File: src/rtl/pipelined_cla_adder.sv
// Pipelined carry-lookahead adder/subtractor with a valid/ready stream interface.
// Define CLA_PIPE_SAT_EN to saturate s to the signed limit on overflow.
module pipelined_cla_adder #(
  parameter int WIDTH            = 16,
  parameter int GROUP            = 4,
  parameter int GROUPS_PER_STAGE = 2
) (
  input  logic             clk,
  input  logic             rst,
  input  logic             in_valid,
  output logic             in_ready,
  input  logic [WIDTH-1:0] a,
  input  logic [WIDTH-1:0] b,
  input  logic             cin,
  input  logic             sub,
  output logic             out_valid,
  input  logic             out_ready,
  output logic [WIDTH-1:0] s,
  output logic             cout,
  output logic             ovf
);

  localparam int SW      = GROUP * GROUPS_PER_STAGE;
  localparam int NSTAGES = WIDTH / SW;

  logic             en;
  logic [WIDTH-1:0] b_eff;
  logic             c0;

  // One enable for the whole pipe: it only stalls when the output is held.
  assign en       = out_ready | ~out_valid;
  assign in_ready = en;
  assign b_eff    = sub ? ~b : b;
  assign c0       = sub ? ~cin : cin;

  // Returns {carry_out, sum} for one stage slice: full lookahead inside each
  // group, groups rippled within the stage.
  function automatic logic [SW:0] slice_add(input logic [SW-1:0] x,
                                            input logic [SW-1:0] y,
                                            input logic          ci);
    logic [SW-1:0] g, p, sum;
    logic [GROUP:0] c;
    logic carry, t;
    // NOTE: blocking assignments are correct here: this is pure combinational
    // evaluation inside a function, each statement building on the previous.
    g     = x & y;
    p     = x ^ y;
    sum   = '0;
    carry = ci;
    for (int grp = 0; grp < GROUPS_PER_STAGE; grp++) begin
      for (int i = 0; i <= GROUP; i++) begin
        c[i] = carry;
        for (int m = 0; m < i; m++) c[i] = c[i] & p[grp*GROUP+m];
        for (int j = 0; j < i; j++) begin
          t = g[grp*GROUP+j];
          for (int m = j + 1; m < i; m++) t = t & p[grp*GROUP+m];
          c[i] = c[i] | t;
        end
      end
      for (int i = 0; i < GROUP; i++) sum[grp*GROUP+i] = p[grp*GROUP+i] ^ c[i];
      carry = c[GROUP];
    end
    return {carry, sum};
  endfunction

  for (genvar k = 0; k < NSTAGES; k++) begin : g_stage
    localparam int REM = WIDTH - k * SW;  // operand bits still to be added
    localparam int LO  = (k + 1) * SW;    // sum bits finished after this stage

    logic [REM-1:0] a_in, b_in;
    logic           c_in, v_in, v_q, c_q, load;
    logic [SW:0]    res;
    logic [LO-1:0]  sum_d, sum_st, sum_q;

    if (k == 0) begin : g_src
      assign a_in  = a;
      assign b_in  = b_eff;
      assign c_in  = c0;
      assign v_in  = in_valid;
      assign sum_d = res[SW-1:0];
    end else begin : g_src
      assign a_in  = g_stage[k-1].g_rem.a_q;
      assign b_in  = g_stage[k-1].g_rem.b_q;
      assign c_in  = g_stage[k-1].c_q;
      assign v_in  = g_stage[k-1].v_q;
      assign sum_d = {res[SW-1:0], g_stage[k-1].sum_q};
    end

    assign res  = slice_add(a_in[SW-1:0], b_in[SW-1:0], c_in);
    // Data only moves with a valid beat, so bubbles never disturb held values.
    assign load = en & v_in;

    always_ff @(posedge clk) begin
      if (rst) begin
        v_q   <= 1'b0;
        sum_q <= '0;
        c_q   <= 1'b0;
      end else if (en) begin
        v_q <= v_in;
        if (v_in) begin
          sum_q <= sum_st;
          c_q   <= res[SW];
        end
      end
    end

    if (k < NSTAGES - 1) begin : g_rem
      logic [REM-SW-1:0] a_q, b_q;

      // NOTE: skewed operand registers are always qualified by v_q downstream,
      // so they carry no reset.
      always_ff @(posedge clk) begin
        if (load) begin
          a_q <= a_in[REM-1:SW];
          b_q <= b_in[REM-1:SW];
        end
      end

      assign sum_st = sum_d;
    end else begin : g_last
      logic c_msb, ovf_d, ovf_q;

      // Carry into the MSB recovered from its sum bit: sum = p ^ carry.
      assign c_msb = a_in[REM-1] ^ b_in[REM-1] ^ res[SW-1];
      assign ovf_d = c_msb ^ res[SW];

`ifdef CLA_PIPE_SAT_EN
      assign sum_st = ovf_d ? {a_in[REM-1], {(WIDTH-1){~a_in[REM-1]}}} : sum_d;
`else
      assign sum_st = sum_d;
`endif

      always_ff @(posedge clk) begin
        if (rst)       ovf_q <= 1'b0;
        else if (load) ovf_q <= ovf_d;
      end
    end
  end

  assign out_valid = g_stage[NSTAGES-1].v_q;
  assign s         = g_stage[NSTAGES-1].sum_q;
  assign cout      = g_stage[NSTAGES-1].c_q;
  assign ovf       = g_stage[NSTAGES-1].g_last.ovf_q;

endmodule

File: config.mk
export PLATFORM = sky130hd
export DESIGN_NAME = pipelined_cla_adder
export DESIGN_NICKNAME = d
export VERILOG_FILES = /design/src/rtl/pipelined_cla_adder.sv
export SDC_FILE = /design/constraint.sdc
export NUM_CORES = 1
export LEC_CHECK = 0
export BUFFER_PORTS_ARGS = -buffer_cell sky130_fd_sc_hd__buf_2
export CAP_MARGIN = 10
export CORE_ASPECT_RATIO = 1.2
export CORE_UTILIZATION = 50
export CTS_CLUSTER_SIZE = 20
export DETAILED_ROUTE_END_ITERATION = 8
export GPL_ROUTABILITY_DRIVEN = 0
export GPL_TIMING_DRIVEN = 0
export PLACE_DENSITY = 0.75
export SLEW_MARGIN = 20
export SYNTH_ARGS = -nofsm -noshare
export SYNTH_HDL_FRONTEND = slang
export SYNTH_SLANG_ARGS = --single-unit
File: constraint.sdc
create_clock -name clk -period 3.2 [get_ports clk]
set_input_delay 0.64 -clock clk [delete_from_list [all_inputs] [get_ports clk]]
set_output_delay 0.64 -clock clk [all_outputs]
set_load 0.01 [all_outputs]
==> flow_metrics.py <==
metrics = {
    "run_status": {
        "status": "complete, no violations",
    },
    "placement": {
        "place_area_sq_mm": 0.00286,
        "portBuffers": 56,
        "place_hpwl_mm": 4.00,
        "place_inst": 356,
    },
    "logic_synthesis": {
        "yosysTopAreaCellShare": 0.231,
        "synth_fp_nets": 304,
        "synth_enable_flop_cells": 16,
        "ys_top_cells_by_area": "dfxtp_1 23%, edfxtp_1 19%, ha_1 10%, xor2_1 5.9%, a21oi_1 5.0%",
        "synth_cells": 242,
        "async_flop_share": 0,
        "synth_top_cell_by_area": "dfxtp_1",
        "synth_top_flop_cell": "dfxtp_1",
        "ys_ff_latch": 45,
        "yosys_warnings": 0,
        "ys_seq_area_frac": 0.423,
        "yosysUniqueCellTypes": 36,
        "synth_area_sq_mm": 0.00251,
        "synth_area_per_cell_sq_um": 10.4,
    },
    "critical_path": {
        "rrSetupSlack_ps": 730,
        "worstPathArrival_ps": 2960,
        "worstRegToRegCells": 9,
        "crit_slowest_cell": "o211a_1",
        "cp-end-kind": "register",
        "worstPathMaxFanout": 8,
        "timing.rr.start": "g_stage[0].g_rem.a_q[0]",
        "r2r-end": "s[15]",
        "worst_setup_path_start_kind": "input port",
        "cp_data_required_time_ps": 3420,
        "worstPathCellList": "buf_2 -> xor2_1 -> ha_1 -> ha_1 -> o211ai_1 -> nand2_1 -> a21o_1 -> ha_1 -> o211a_1 -> or2_1 -> o221ai_1",
        "critical-path-max-stage-delay_ps": 270,
        "crit_top_cell": "ha_1",
        "path_class": "in2reg",
    },
    "pwr": {
        "power-per-cell-area_mw_per_mm2": 460,
        "switching_power_uw": 388,
        "swShare": 0.285,
        "p_int_uw": 975,
        "power_frac_clock": 0.283,
        "seq_power_share": 0.488,
        "p_comb_frac": 0.228,
        "p_leak_nw": 1.30,
        "peakVddDrop_mv": 0.313,
    },
    "timing": {
        "hold_viol": 0,
        "setup_viol": 0,
        "slew_violations": 0,
        "min_period_ps": 2740,
        "rsz0062_at_grt": "false",
        "tightestPinTransition_ps": 467,
        "tns_ps": 0,
        "fin_crit_sh": 0.857,
        "slew_headroom": 0.687,
        "skew_ps": 5.96,
        "fmax_ghz": 0.365,
    },
    "grt": {
        "grt_use_total": 0.226,
        "grt_pass1_vias": 1854,
        "grt_first_pass_wirelength_mm": 8.93,
        "antenna_found_initial": 0,
        "grt_remaining_overflow": 0,
        "grt_max_degree": 21,
    },
    "floorplan": {
        "initial_utilization": 0.535,
        "io_pins": 58,
        "core_sq_mm": 0.00470,
        "rows": 27,
        "dieHeight_um": 79.6,
        "chipWidth_um": 66.7,
        "die_area_sq_mm": 0.00531,
    },
    "final_layout": {
        "layout_commonest_cell": "buf_2",
        "stdcell_area_sq_mm": 0.00297,
        "layout-drive-gt1-share": 0.278,
        "instances_no_fill": 364,
        "fin_nets": 367,
        "synthToLayoutAreaGrowth_pct": 18.1,
        "final_core_util": 0.631,
        "final_cell_mix": "67 x buf_2, 29 x dfxtp_1, 25 x a21oi_1",
        "fillers": 415,
        "n_antenna_cell": 0,
    },
    "route": {
        "vias": 2034,
        "wl_per_cell_um": 14.8,
        "routed_via_density": 5.59,
        "drc": 0,
        "antenna_left": 0,
        "drtPass1Iterations": 4,
        "drtIter0Drc": 80,
        "wl_mm": 5.40,
    },
    "hold_path": {
        "min_path_cells": 2,
        "hp-start": "s[6]",
        "hp-class": "reg2reg",
        "hold_end": "s[6]",
    },
    "clocking": {
        "cts_tree": "done",
        "htreeDepth": 2,
        "post_cts_resized": 0,
        "cts_sinks": 45,
        "clk_pin_slew_ps": 80,
        "cts_buffers": 5,
        "insertion_delay_ps": 300,
        "clockRootBuffer": "clkbuf_8",
        "cts_hold_buf": 0,
        "max-clock-path-buffers": 2,
        "post-cts-setup-buffers": 0,
    },
    "flow_run": {
        "max_cap_violations": 0,
    },
}
critical path, delay by kind of cell:
family                     cells  cell delay [ps]
AOI/OAI and AO/OA              4              840
xor gates and xnor gates       1              210
adders and majority gates      3              680
buffers and inverters          1              210
and+or+nand+nor                2              370
sequential cells by signal, indices dropped and copies added (netlist names):
name               count
cout                   1
g_stage.v_q            1
g_stage.sum_q          8
g_stage.g_rem.b_q      8
ovf                    1
out_valid              1
g_stage.g_rem.a_q      8
s                     16
g_stage.c_q            1
stage by stage:
| stage | hold slack, ps | setup slack (ps) | power, mW |
|---|---|---|---|
| floorplan | 450 | 372 | 0.889 |
| global placement | 458 | 194 | 0.979 |
| detailed placement | 470 | 150 | 0.988 |
| CTS | 481 | 452 | 1.37 |
| global route | 500 | 281 | 1.43 |
| finish | 480 | 457 | 1.36 |
worst max path at each step:
stage               start                   to  slack (ps)
global placement      sub  g_stage[0].sum_q[7]         190
global route          sub  g_stage[0].sum_q[7]         280
CTS                   sub  g_stage[0].sum_q[7]         450
floorplan             sub  g_stage[0].sum_q[7]         370
finish                sub  g_stage[0].sum_q[7]         460
detailed placement    sub  g_stage[0].sum_q[7]         150
kinds of logic (layout without fill, tap and decap cells):
kind of cell,Yosys count,count (layout),share of synthesized area
flops,45,45,0.423
simple gates,48,48,0.112
fa+ha+maj,24,24,0.132
buf+inv,24,88,0.0468
xor+xnor,21,21,0.0732
compound gates,80,80,0.214
routing by layer:
metal	GRT usage	share of wire	vias up
met4	0.0766	0.014	0
met3	0.0414	0.044	5
met2	0.370	0.49	56
met1	0.296	0.46	948
li1	-	-	1025
met5	0	0	-
power groups by stage:
stage | combinational (mW) | clock, mW | sequential (mW)
global placement | 0.301 | 0 | 0.678
global route | 0.348 | 0.411 | 0.671
floorplan | 0.209 | 0 | 0.680
finish | 0.311 | 0.386 | 0.666
CTS | 0.313 | 0.392 | 0.666
detailed placement | 0.308 | 0 | 0.679
synth_stat cells, types with 4 or more instances:
cell type	number
a21o_1	4
a21oi_1	25
and2b_1	4
buf_2	11
dfxtp_1	29
edfxtp_1	16
fa_1	4
ha_1	20
inv_1	6
nand2_1	5
nand2b_1	4
nand3_1	13
nand4b_1	8
nor2_1	8
o2111ai_1	6
o21a_1	4
o21ai_0	7
o21ai_1	12
o221ai_1	4
o311ai_1	4
xnor2_1	4
xor2_1	17
final cells by class:
cell class / count / area, sq um / area share
Multi-Input combinational cell: 173 / 1330 / 0.449
Sequential cell: 45 / 1060 / 0.358
Timing Repair Buffer: 56 / 280 / 0.0945
Clock buffer: 7 / 96.3 / 0.0325
Buffer: 15 / 81.3 / 0.0274
Tap cell: 58 / 72.6 / 0.0245
Inverter: 9 / 36.3 / 0.0122
Clock inverter: 1 / 5.00 / 0.00169
(Power assumes the default switching activity.)
